[config.mk]
export PLATFORM = sky130hd
export DESIGN_NAME = alu_seq
export DESIGN_NICKNAME = d
export VERILOG_FILES = /design/src/rtl/alu_seq.sv
export SDC_FILE = /design/constraint.sdc
export NUM_CORES = 1
export LEC_CHECK = 0
export BUFFER_PORTS_ARGS = -buffer_cell sky130_fd_sc_hd__buf_2
export CAP_MARGIN = 20
export CORE_UTILIZATION = 40
export DETAILED_ROUTE_END_ITERATION = 16
export SLEW_MARGIN = 20
export SYNTH_ARGS = -nofsm -noshare
export SYNTH_HDL_FRONTEND = slang
export SYNTH_SLANG_ARGS = --single-unit
[constraint.sdc]
create_clock -name clk -period 2.5 [get_ports clk]
set_input_delay 0.125 -clock clk [delete_from_list [all_inputs] [get_ports clk]]
set_output_delay 0.125 -clock clk [all_outputs]
set_load 0.01 [all_outputs]
[src/rtl/alu_seq.sv]
// Multi-byte sequencer: runs 16/24/32-bit operations LSB-first on one byte-wide ALU slice.
// Define ALU_SEQ_ABORT_EN to add the abort input that cancels a sequence in flight.
module alu_seq #(
   parameter int WIDTH       = 8,
   parameter int MAX_BYTES   = 4,
   parameter int STEP_CYCLES = 2
) (
   input  logic                           clk,
   input  logic                           reset,
`ifdef ALU_SEQ_ABORT_EN
   input  logic                           abort,
`endif
   input  logic                           req_valid,
   output logic                           req_ready,
   input  logic [WIDTH*MAX_BYTES-1:0]     req_lhs,
   input  logic [WIDTH*MAX_BYTES-1:0]     req_rhs,
   input  logic [3:0]                     req_op_first,
   input  logic [3:0]                     req_op_rest,
   input  logic [$clog2(MAX_BYTES+1)-1:0] req_nbytes,
   output logic [WIDTH-1:0]               alu_lhs,
   output logic [WIDTH-1:0]               alu_rhs,
   output logic [3:0]                     alu_operation,
   output logic                           alu_assert_n,
   input  logic [WIDTH-1:0]               alu_result,
   input  logic [4:0]                     alu_flags,
   output logic                           rsp_valid,
   input  logic                           rsp_ready,
   output logic [WIDTH*MAX_BYTES-1:0]     rsp_result,
   output logic [4:0]                     rsp_flags
);
   localparam int NB_W  = $clog2(MAX_BYTES+1);
   localparam int IDX_W = (MAX_BYTES > 1) ? $clog2(MAX_BYTES) : 1;
   localparam int CNT_W = (STEP_CYCLES > 1) ? $clog2(STEP_CYCLES) : 1;
   localparam int TOT_W = WIDTH*MAX_BYTES;

   typedef enum logic [1:0] {S_IDLE, S_STEP, S_DONE} state_t;

   state_t            r_state;
   logic [TOT_W-1:0]  r_lhs;
   logic [TOT_W-1:0]  r_rhs;
   logic [TOT_W-1:0]  r_result;
   logic [3:0]        r_op_rest;
   logic [IDX_W-1:0]  r_idx;
   logic [IDX_W-1:0]  r_last_idx;
   logic [CNT_W-1:0]  r_cnt;
   logic [WIDTH-1:0]  r_alu_lhs;
   logic [WIDTH-1:0]  r_alu_rhs;
   logic [3:0]        r_alu_op;
   logic [4:0]        r_flags;
   logic              r_req_ready;
   logic              r_rsp_valid;

   logic [WIDTH-1:0]  w_lhs_byte [MAX_BYTES];
   logic [WIDTH-1:0]  w_rhs_byte [MAX_BYTES];
   logic [IDX_W-1:0]  w_idx_next;
   logic [NB_W-1:0]   w_nb_eff;
   logic              w_step_end;
   logic              w_abort;

   generate
      for (genvar gi = 0; gi < MAX_BYTES; gi++) begin : g_bytes
         assign w_lhs_byte[gi] = r_lhs[gi*WIDTH +: WIDTH];
         assign w_rhs_byte[gi] = r_rhs[gi*WIDTH +: WIDTH];
      end
   endgenerate

`ifdef ALU_SEQ_ABORT_EN
   assign w_abort = abort;
`else
   assign w_abort = 1'b0;
`endif

   // Out-of-range lengths collapse to a single byte.
   assign w_nb_eff   = (req_nbytes == '0 || req_nbytes > NB_W'(MAX_BYTES)) ? NB_W'(1) : req_nbytes;
   assign w_idx_next = r_idx + 1'b1;
   assign w_step_end = (r_cnt == CNT_W'(STEP_CYCLES-1));

   always_ff @(posedge clk) begin
      if (reset) begin
         r_state     <= S_IDLE;
         r_lhs       <= '0;
         r_rhs       <= '0;
         r_result    <= '0;
         r_op_rest   <= '0;
         r_idx       <= '0;
         r_last_idx  <= '0;
         r_cnt       <= '0;
         r_alu_lhs   <= '0;
         r_alu_rhs   <= '0;
         r_alu_op    <= '0;
         r_flags     <= '0;
         r_req_ready <= 1'b1;
         r_rsp_valid <= 1'b0;
      end else if (w_abort && r_state != S_IDLE) begin
         r_state     <= S_IDLE;
         r_result    <= '0;
         r_flags     <= '0;
         r_idx       <= '0;
         r_cnt       <= '0;
         r_req_ready <= 1'b1;
         r_rsp_valid <= 1'b0;
      end else begin
         case (r_state)
            S_IDLE: begin
               if (req_valid && r_req_ready) begin
                  r_lhs       <= req_lhs;
                  r_rhs       <= req_rhs;
                  r_op_rest   <= req_op_rest;
                  r_last_idx  <= IDX_W'(w_nb_eff - NB_W'(1));
                  r_idx       <= '0;
                  r_cnt       <= '0;
                  r_result    <= '0;
                  r_flags     <= '0;
                  // Byte 0 goes onto the ALU bus in the same edge as the accept.
                  r_alu_lhs   <= req_lhs[WIDTH-1:0];
                  r_alu_rhs   <= req_rhs[WIDTH-1:0];
                  r_alu_op    <= req_op_first;
                  r_req_ready <= 1'b0;
                  r_state     <= S_STEP;
               end
            end
            S_STEP: begin
               if (w_step_end) begin
                  r_cnt <= '0;
                  r_result[r_idx*WIDTH +: WIDTH] <= alu_result;
                  r_flags <= {alu_flags[4:3], alu_flags[2] & ((r_idx == '0) | r_flags[2]), alu_flags[1:0]};
                  if (r_idx == r_last_idx) begin
                     r_state <= S_DONE;
                  end else begin
                     r_idx     <= w_idx_next;
                     r_alu_lhs <= w_lhs_byte[w_idx_next];
                     r_alu_rhs <= w_rhs_byte[w_idx_next];
                     r_alu_op  <= r_op_rest;
                  end
               end else begin
                  r_cnt <= r_cnt + 1'b1;
               end
            end
            S_DONE: begin
               // The final byte lands one edge before the response is presented.
               if (!r_rsp_valid) begin
                  r_rsp_valid <= 1'b1;
               end else if (rsp_ready) begin
                  r_rsp_valid <= 1'b0;
                  r_req_ready <= 1'b1;
                  r_state     <= S_IDLE;
               end
            end
            default: r_state <= S_IDLE;
         endcase
      end
   end

   assign req_ready     = r_req_ready;
   assign rsp_valid     = r_rsp_valid;
   assign rsp_result    = r_result;
   assign rsp_flags     = r_flags;
   assign alu_lhs       = r_alu_lhs;
   assign alu_rhs       = r_alu_rhs;
   assign alu_operation = r_alu_op;
   assign alu_assert_n  = 1'b1;
endmodule

==> flow_summary_export.csv, run 1 <==
group,metric,value,unit
status,status,"finished clean",
sta,layout_setup_ws,0.297,ns
logic_synthesis,avgSynthCellArea,8.69,um2
clock_network,clock_latency,0.42,ns
sta,fin_crit,2.20,ns
place,pre_cts_ws,0.316,ns
worst_setup_path,cp.required,2.76,ns
clock_network,cts_setup_buffers,0,
logic_synthesis,synth_flop_cell,"dfxtp_1",
final_layout,design_area,7950,um2
clock_network,clockRootBuffer,"clkbuf_16",
pwr,leakagePower,3.14,nW
grt,antenna_found_initial,0,
place,placed_area,6550,um2
pwr,powerDensity,694,nW/um2
final_layout,drive_above_1_share,24.9,%
floorplan,initial_core_util,40.9,%
logic_synthesis,synth_edf_count,0,
sta,final.setup.tns,0,ns
logic_synthesis,ys_ff_latch,134,
grt,grtUsageTotal,22.4,%
worst_setup_path,crit_arrival,2.46,ns
worst_hold_path,hp-class,"in2reg",
detailed_routing,vias,5471,
sta,skew,0.00824,ns
worst_setup_path,slowest_stage,"dfxtp_1",
floorplan,die_h,121,um
worst_setup_path,setup.worst_path.class,"reg2reg",
floorplan,boundaryPins,152,
place,dp_cells,944,
detailed_routing,ant_nets,0,
clock_network,cts.sinks,134,
final_layout,area_delta_synth_final,40.0,%
worst_setup_path,crit_family,"buffers and inverters",
grt,grt_max_degree,63,
logic_synthesis,synth_nets,750,
place,hpwl,10400,um
floorplan,coreArea,13900,um2
detailed_routing,drt_wl_total,16200,um
sta,hold_viol,0,
clock_network,cts_made_buffers,17,
grt,grt_overflow,0,
floorplan,die_width,121,um
sta,relSlewSlack,38.9,%
logic_synthesis,seq_area_frac_synth,47.3,%
logic_synthesis,yosys_warnings,0,
final_layout,final_nets,963,
sta,finalCritPeriodShare,88.1,%
grt,grt_pass1_vias,5221,
final_layout,multi_input_area,2750,um2
sta,fmax,0.454,GHz
sta,timing.hold.ws,0.0210,ns
clock_network,cts_resized,0,
worst_setup_path,start_kind,"flip-flop",
clock_network,htreeDepth,4,
detailed_routing,wire_per_inst,15.3,um
job,cap_violations,0,
place,place_congestion,0.781,
grt,grt_pass1_wl,25500,um
detailed_routing,via_per_inst,5.18,
logic_synthesis,synth_area,5680,um2
worst_setup_path,crit_fanout,34,
place,port_buffers,150,
pwr,ir_drop,0.456,mV
worst_setup_path,slowest_delay,0.45,ns
final_layout,final_util,57.3,%
sta,worst_pin_slew,0.916,ns
floorplan,die-area,14700,um2
final_layout,instances_no_fill,1057,
logic_synthesis,ys_types,39,
final_layout,antenna_cells,0,
logic_synthesis,syn_inst,653,
logic_synthesis,async_flop_share,0,%
worst_setup_path,cp_cell_sequence,"inv_1 > ha_2 > buf_12 > mux2i_1 > o22ai_1 > a221oi_2 > a211oi_2",
final_layout,area.sequential,2680,um2
final_layout,final.fill_count,1265,
sta,setup_viol,0,
sta,rsz0062_at_grt,"false",
clock_network,cts_tree,"done",
worst_setup_path,critPathCaptureType,"flip-flop",
worst_setup_path,critPathBufInv,2,
clock_network,clkTransAtPathRegs,0.06,ns
detailed_routing,drtIter0Drc,280,
sta,slew_viol_final,0,
floorplan,rows,43,
detailed_routing,drc,0,
clock_network,cts_max_path_buffers,2,
pwr,finalPower,5.51,mW
detailed_routing,drtPass1Iterations,5,
layout by cell type, fill, tap and decap left out, types with 3 or more instances in the layout:
| cell | n |
|---|---|
| nand2_1 | 172 |
| buf_2 | 149 |
| dfxtp_1 | 134 |
| a21oi_1 | 96 |
| dlygate4sd3_1 | 83 |
| mux2i_1 | 33 |
| nand3_1 | 26 |
| nor2_1 | 25 |
| clkbuf_16 | 17 |
| o22ai_1 | 16 |
| a22o_1 | 16 |
| a211oi_2 | 10 |
| buf_4 | 10 |
| a211oi_1 | 9 |
| a221oi_2 | 9 |
| nor3_1 | 7 |
| a221oi_1 | 7 |
| clkbuf_8 | 6 |
| xnor2_1 | 4 |
| a311oi_1 | 4 |
| ha_1 | 4 |
| clkbuf_1 | 4 |
| inv_1 | 3 |
| a21o_1 | 3 |
| nand2b_1 | 3 |
| a21oi_2 | 3 |
| buf_12 | 3 |
cell usage after synthesis (2+ instances only):
master / number / share of area, %
buf_2: 19 / 1.7
xnor2_1: 4 / 0.62
ha_1: 5 / 1.1
a21o_1: 4 / 0.53
clkbuf_1: 17 / 1.1
a21oi_1: 96 / 8.5
dfxtp_1: 134 / 47
a221oi_1: 7 / 1.1
nand2_1: 172 / 11
o22ai_1: 16 / 1.8
buf_1: 8 / 0.53
a211oi_1: 9 / 1.2
inv_1: 3 / 0.20
nand3_1: 26 / 2.3
a22o_1: 16 / 2.5
buf_6: 2 / 0.40
a221oi_2: 9 / 2.4
a211oi_2: 10 / 2.2
nor2b_1: 2 / 0.22
a311oi_1: 4 / 0.62
nand2b_1: 3 / 0.33
mux2i_1: 33 / 5.8
buf_4: 5 / 0.66
nand3b_1: 2 / 0.26
nor2_1: 25 / 1.7
a21oi_2: 3 / 0.46
nor3_1: 7 / 0.62
repair_timing:
item                                    in CTS  in global routing
hold endpoints to repair                    93                  0
endpoints found under the setup margin       0                  0
hold buffers                                83                  0
registers in the layout (all words and copies together), names as in the netlist:
register	flops
r_idx	2
r_op_rest	4
r_state	2
r_rhs	32
rsp_valid	1
r_last_idx	2
rsp_flags	5
alu_rhs	8
rsp_result	32
r_cnt	1
req_ready	1
alu_lhs	8
r_lhs	32
alu_operation	4
per-layer routing:
layer	vias up	global-route usage [%]	part of all wire, %
met3	26	5.08	4.3
li1	2721	-	-
met4	0	9.49	2.0
met5	-	0	0
met1	2563	27.8	45
met2	161	37.3	49
path summary, 6_finish.rpt:
path,start,end,slack (ns),depth (start not counted)
max,r_idx[0],alu_lhs[3],0.30,7
min,req_op_first[2],alu_operation[2],0.02,3
max reg2reg,r_idx[0],alu_lhs[3],0.30,7
min reg2reg,rsp_result[0],rsp_result[0],0.45,2
kinds of logic after synthesis:
kind of cell,count (synthesis),synth area share [%]
xor+xnor,4,0.617
other cells,1,0.0661
flops,134,47.3
fa+ha+maj,5,1.10
mux,33,5.82
buf+inv,54,4.58
compound gates,176,21.4
simple gates,246,19.1
tightest hold or removal path, stage by stage:
cell,delay (ns)
buf_2,0.09
nand2_1,0.06
a311oi_1,0.10
area by class of cell:
type / instances / share of cell area, %
multi-input cells: 465 / 34.7
clock buffers: 27 / 6.58
inverters: 3 / 0.142
well taps: 180 / 2.83
repair buffers: 245 / 21.5
flip-flops and latches: 134 / 33.8
clock inverters: 3 / 0.504
power by group:
group / internal, mW / switching (mW) / total (mW)
logic: 0.366 / 0.442 / 0.809
clock network: 1.51 / 0.852 / 2.36
registers: 2.26 / 0.0803 / 2.34
total: 4.14 / 1.38 / 5.51
(Power assumes the default switching activity.)
==> run 2: changes to the inputs <==
--- a/config.mk
+++ b/config.mk
@@ -5,6 +5,7 @@
 export SDC_FILE = /design/constraint.sdc
 export NUM_CORES = 1
 export LEC_CHECK = 0
+export ABC_AREA = 1
 export BUFFER_PORTS_ARGS = -buffer_cell sky130_fd_sc_hd__buf_2
 export CAP_MARGIN = 20
 export CORE_UTILIZATION = 40
==> flow_summary_export.csv, run 2 <==
group,metric,value,unit
sta,setup_viol,0,
pwr,p_sw,3.26,mW
worst_setup_path,rr_worst_depth,8,
detailed_routing,drtPass1Iterations,5,
logic_synthesis,synth_flop_cell,"dfxtp_1",
worst_setup_path,start_kind,"flip-flop",
place,dp_cells,1213,
clock_network,clock_latency,0.42,ns
logic_synthesis,ys_types,28,
detailed_routing,vias,6206,
clock_network,cts_resized,0,
worst_setup_path,crit_arrival,2.30,ns
pwr,pwr-share-comb,35.4,%
final_layout,final_util,55.1,%
logic_synthesis,avgSynthCellArea,6.64,um2
floorplan,initial_core_util,41.5,%
worst_setup_path,crit_fanout,32,
worst_setup_path,rr_startpoint,"r_state[1]",
detailed_routing,ant_nets,0,
worst_setup_path,setup.worst_path.class,"reg2reg",
clock_network,ctsHoldBuffers,51,
pwr,p_clk_share,31.5,%
floorplan,boundaryPins,152,
sta,hold_viol,0,
sta,fmax,0.503,GHz
clock_network,cts.sinks,134,
pwr,sequentialPowerShare,33.1,%
detailed_routing,drtIter0Drc,425,
detailed_routing,drc,0,
logic_synthesis,synth_common_cells,"nand2_1, nor2_1, dfxtp_1, o21ai_0, inv_1",
logic_synthesis,synth_nets,1020,
sta,final.setup.tns,0,ns
sta,rsz0062_at_grt,"false",
sta,relSlewSlack,64.3,%
place,hpwl,11800,um
worst_hold_path,hp-start,"req_lhs[31]",
pwr,ir_drop,0.602,mV
worst_setup_path,cp.required,2.81,ns
grt,grt_overflow,0,
detailed_routing,wire_per_inst,13.5,um
sta,layout_setup_ws,0.512,ns
clock_network,cts_setup_buffers,0,
final_layout,antenna_cells,0,
place,place_congestion,0.800,
final_layout,drive_above_1_share,19.2,%
detailed_routing,drt_wl_total,17500,um
logic_synthesis,synth_top_cell_by_area,"dfxtp_1",
sta,skew,0.00805,ns
floorplan,die_h,126,um
worst_setup_path,rr_endpoint,"alu_rhs[7]",
logic_synthesis,synth_area,6130,um2
clock_network,clkTransAtPathRegs,0.06,ns
grt,grtUsageTotal,23.1,%
final_layout,area_delta_synth_final,32.6,%
worst_setup_path,critPathCaptureType,"flip-flop",
floorplan,coreArea,14800,um2
place,port_buffers,150,
logic_synthesis,yosys_warnings,0,
clock_network,cts_tree,"done",
grt,antenna_found_initial,0,
place,pre_cts_ws,0.562,ns
worst_setup_path,regToRegSetupSlack,0.51,ns
logic_synthesis,synth_edf_count,0,
logic_synthesis,netlist_top_cells_area,"dfxtp_1, nand2_1, nor2_1",
clock_network,cts_max_path_buffers,2,
floorplan,die_width,126,um
grt,grt_pass1_vias,5853,
logic_synthesis,synth_top_area_share,43.8,%
clock_network,clockRootBuffer,"clkbuf_16",
clock_network,cts_made_buffers,17,
logic_synthesis,seq_area_frac_synth,43.8,%
job,cap_violations,0,
grt,grt_max_degree,89,
final_layout,final_nets,1196,
final_layout,layout_commonest_cell,"nand2_1",
logic_synthesis,synth_most_common_cell,"nand2_1",
sta,finalCritPeriodShare,79.5,%
logic_synthesis,async_flop_share,0,%
worst_hold_path,worst_hold_path.endpoint,"r_lhs[31]",
worst_hold_path,hp-class,"in2reg",
final_layout,final_cell_mix,"nand2_1, nor2_1, buf_2, dfxtp_1, o21ai_0",
grt,grt_pass1_wl,28700,um
floorplan,rows,44,
pwr,leakagePower,3.85,nW
detailed_routing,via_per_inst,4.79,
clock_network,htreeDepth,4,
pwr,powerDensity,1080,nW/um2
pwr,internal_power,5.53,mW
status,status,"finished clean",
logic_synthesis,syn_inst,923,
sta,slew_viol_final,0,
final_layout,instances_no_fill,1296,
pwr,power.share.switching,37.1,%
worst_hold_path,hold-path-cell-count,3,
sta,fin_crit,1.99,ns
logic_synthesis,ys_ff_latch,134,
floorplan,die-area,15800,um2
sta,worst_pin_slew,0.533,ns
pwr,finalPower,8.79,mW
==> run 2: cell types whose count changed after synthesis, sizes merged, moves of 11 or more <==
cell / previous run / this run
nor2: 26 / 202
o21ai: 0 / 102
inv: 3 / 82
nand2: 172 / 222
a21oi: 99 / 66
mux2i: 33 / 0
a211oi: 19 / 0
a221oi: 16 / 0
a22o: 16 / 0
o22ai: 16 / 0
clkbuf: 17 / 28
==> run 2: through the flow <==
step                instance area (um2)  hold WS, ns
global route                       8130       0.0156
floorplan                          6130        0.264
CTS                                8130      0.00313
detailed placement                 6960        0.380
finish                             8130      0.00974
global placement                   6960        0.374
==> run 2: final cells by class <==
class                   count  area [um2]
clock inverters            13         203
well taps                 184         230
flip-flops and latches    134        2680
clock buffers              19         453
repair buffers            213        1380
fillers                  1509        6630
multi-input cells         651        2870
inverters                  82         308
==> run 2: cell families (layout without fill, tap and decap cells) <==
kind of cell / after synthesis / after routing / synth area share (%)
AO/OA/AOI/OAI: 178 / 178 / 15.3
adder cells (fa/ha/maj): 5 / 5 / 1.02
buffers and inverters: 138 / 327 / 9.42
flip-flops: 134 / 134 / 43.8
other: 1 / 1 / 0.0612
AND/OR/NAND/NOR: 467 / 467 / 30.5
==> run 2: power by group through the flow <==
stage               clock [mW]  sequential [mW]  combinational, mW
floorplan                    0             3.00               2.11
global placement             0             2.95               3.05
detailed placement           0             2.94               3.07
CTS                       2.81             2.90               3.15
global route              2.91             2.96               3.56
finish                    2.77             2.91               3.12
==> run 2: worst max-delay path by stage <==
stage,cells after the start,from,slack [ns],endpoint
floorplan,10,r_idx[0],0.77,rsp_result[11]
global placement,8,r_state[1],0.56,rsp_result[8]
detailed placement,10,r_idx[0],0.56,alu_rhs[1]
CTS,8,r_state[1],0.52,alu_lhs[4]
global route,8,r_state[1],0.29,alu_rhs[1]
finish,8,r_state[1],0.51,alu_rhs[7]
==> run 2: per-layer routing <==
layer | wire length [um] | vias up | global-route usage, %
li1 | - | 3240 | -
met1 | 8050 | 2782 | 29.1
met2 | 8280 | 164 | 39.0
met3 | 840 | 20 | 4.63
met4 | 340 | 0 | 8.65
met5 | 0 | - | 0
==> run 2: worst max-delay path, stage by stage (launching register included) <==
cell	delay (ns)
dfxtp_1	0.35
nor2_1	0.32
nand2_1	0.16
nand2_1	0.09
inv_1	0.22
nand2_2	0.50
nand2_1	0.11
nand2_1	0.08
nor2_1	0.04
==> run 3: changes to the inputs <==
--- a/config.mk
+++ b/config.mk
@@ -5,11 +5,12 @@
 export SDC_FILE = /design/constraint.sdc
 export NUM_CORES = 1
 export LEC_CHECK = 0
-export ABC_AREA = 1
+export ABC_AREA = 0
 export BUFFER_PORTS_ARGS = -buffer_cell sky130_fd_sc_hd__buf_2
 export CAP_MARGIN = 20
 export CORE_UTILIZATION = 40
 export DETAILED_ROUTE_END_ITERATION = 16
+export PLACE_DENSITY = 0.66
 export SLEW_MARGIN = 20
 export SYNTH_ARGS = -nofsm -noshare
 export SYNTH_HDL_FRONTEND = slang
==> constraint.sdc (replaced) <==
create_clock -name clk -period 1.7 [get_ports clk]
set_input_delay 0.085 -clock clk [delete_from_list [all_inputs] [get_ports clk]]
set_output_delay 0.085 -clock clk [all_outputs]
set_load 0.01 [all_outputs]
==> flow_summary_export.csv, run 3 (same netlist as run 1, synthesis figures left out) <==
group,metric,value,unit
sta,relSlewSlack,66.3,%
clock_network,clock_latency,0.41,ns
worst_setup_path,slowest_delay,0.36,ns
grt,grt_pass1_vias,5505,
clock_network,clkTransAtPathRegs,0.05,ns
place,pre_cts_ws,-0.108,ns
worst_setup_path,cp.required,1.98,ns
final_layout,final_cell_mix,"nand2_1, buf_2, dfxtp_1, a21oi_1, dlygate4sd3_1",
grt,grt_pass1_wl,26600,um
sta,skew,0.00470,ns
worst_setup_path,crit_arrival,1.96,ns
floorplan,die_width,121,um
pwr,ir_drop,0.642,mV
pwr,p_clk_share,40.5,%
floorplan,die_h,121,um
final_layout,final_nets,1000,
floorplan,die-area,14700,um2
sta,finalCritPeriodShare,98.8,%
detailed_routing,via_per_inst,5.28,
pwr,leakagePower,3.38,nW
detailed_routing,wire_per_inst,15.9,um
final_layout,final.fill_count,1177,
detailed_routing,drtPass1Iterations,5,
clock_network,cts_max_path_buffers,2,
detailed_routing,drt_wl_total,17300,um
place,port_buffers,150,
sta,fin_crit,1.68,ns
pwr,internal_power,6.03,mW
clock_network,htreeDepth,4,
sta,rsz0062_at_grt,"true",
pwr,pwr-share-comb,17.1,%
detailed_routing,ant_nets,0,
detailed_routing,drtIter0Drc,293,
worst_setup_path,setup.worst_path.class,"reg2reg",
worst_setup_path,critPathCaptureType,"flip-flop",
grt,grt_overflow,0,
final_layout,area.sequential,2690,um2
clock_network,cts_tree,"done",
final_layout,layout_commonest_cell,"nand2_1",
sta,setup_viol,0,
worst_hold_path,worst_hold_path.endpoint,"r_last_idx[0]",
sta,hold_viol,0,
worst_setup_path,rr_worst_depth,7,
sta,slew_viol_final,0,
pwr,power.share.switching,25.6,%
worst_setup_path,regToRegSetupSlack,0.02,ns
grt,grtUsageTotal,23.2,%
sta,worst_pin_slew,0.505,ns
worst_setup_path,rr_startpoint,"r_idx[0]",
floorplan,initial_core_util,40.9,%
worst_hold_path,hp-class,"in2reg",
detailed_routing,drc,0,
worst_setup_path,crit_fanout,11,
sta,layout_setup_ws,0.0198,ns
final_layout,drive_above_1_share,29.8,%
grt,antenna_found_initial,0,
worst_hold_path,hp-start,"req_nbytes[0]",
grt,grt_max_degree,103,
floorplan,boundaryPins,152,
sta,timing.hold.ws,0.0192,ns
status,status,"finished clean",
place,place_congestion,0.816,
worst_setup_path,critPathBufInv,2,
worst_setup_path,rr_endpoint,"alu_rhs[0]",
final_layout,multi_input_area,2880,um2
place,hpwl,10700,um
worst_hold_path,hold-path-cell-count,4,
final_layout,area_delta_synth_final,49.6,%
worst_setup_path,crit_family,"compound AO/OA/AOI/OAI gates",
final_layout,antenna_cells,0,
clock_network,cts.sinks,134,
worst_setup_path,start_kind,"flip-flop",
worst_setup_path,slowest_stage,"ha_4",
detailed_routing,vias,5764,
sta,fmax,0.595,GHz
pwr,finalPower,8.11,mW
worst_setup_path,cp_cell_sequence,"inv_4 > ha_4 > buf_12 > mux2i_1 > o22ai_1 > a221oi_2 > a211oi_1",
pwr,powerDensity,955,nW/um2
clock_network,clockRootBuffer,"clkbuf_16",
floorplan,coreArea,13900,um2
pwr,p_sw,2.08,mW
pwr,sequentialPowerShare,42.5,%
clock_network,cts_made_buffers,17,
job,cap_violations,0,
floorplan,rows,43,
-- run 3: cell type report --
| class | count | share of cell area (%) |
|---|---|---|
| multi-input combinational | 465 | 33.9 |
| clock inverter | 6 | 0.648 |
| clock buffer | 22 | 5.46 |
| inverter | 3 | 0.162 |
| tap | 180 | 2.65 |
| timing repair buffer | 282 | 25.5 |
| sequential | 134 | 31.6 |
-- run 3: metal layers --
layer,vias to the layer above,share of wire [%],GRT usage (%)
met4,0,1.9,9.34
li1,2783,-,-
met3,31,5.1,4.93
met1,2771,44,28.5
met2,179,49,39.1
met5,-,0,0
-- run 3: worst min-delay path, stage by stage --
cell	delay, ns
buf_2	0.10
nor3_1	0.05
a21oi_1	0.11
nor2_1	0.04
-- run 3: worst max path at each step --
stage	from	to	slack (ns)	depth (start not counted)
global route	r_idx[0]	alu_rhs[1]	-0.06	7
global placement	r_idx[1]	rsp_result[9]	-0.002	6
floorplan	r_idx[0]	rsp_result[10]	0.003	6
detailed placement	r_idx[0]	alu_rhs[4]	-0.11	7
CTS	r_idx[0]	alu_lhs[7]	-0.002	7
finish	r_idx[0]	alu_rhs[0]	0.02	7
-- run 3: power groups by stage --
stage / registers (mW) / clock network, mW / logic, mW
after global routing: 3.46 / 3.45 / 1.51
after global placement: 3.50 / 0 / 1.10
after CTS: 3.44 / 3.33 / 1.30
after detailed placement: 3.50 / 0 / 1.13
final: 3.44 / 3.28 / 1.39
after floorplan: 3.50 / 0 / 0.661
-- run 3: through the flow --
stage               setup TNS [ns]  utilization (%)  cells  cell area, um2
floorplan                        0                -    653            5720
finish                           0             61.2   1092            8490
CTS                       -0.00270             59.6   1085            8270
global route                -0.487             61.2   1092            8490
global placement          -0.00533             49.3    971            6840
detailed placement          -0.652             49.3    971            6840
-- run 3: repair_timing --
| action | CTS | global route |
|---|---|---|
| hold buffers | 85 | 0 |
| resized for setup | 6 | 19 |
| setup buffers | 0 | 3 |
| hold endpoints to repair | 110 | 0 |
| cloned | 1 | 4 |
| endpoints found under the setup margin | 24 | 51 |
| pin swaps | 4 | 17 |
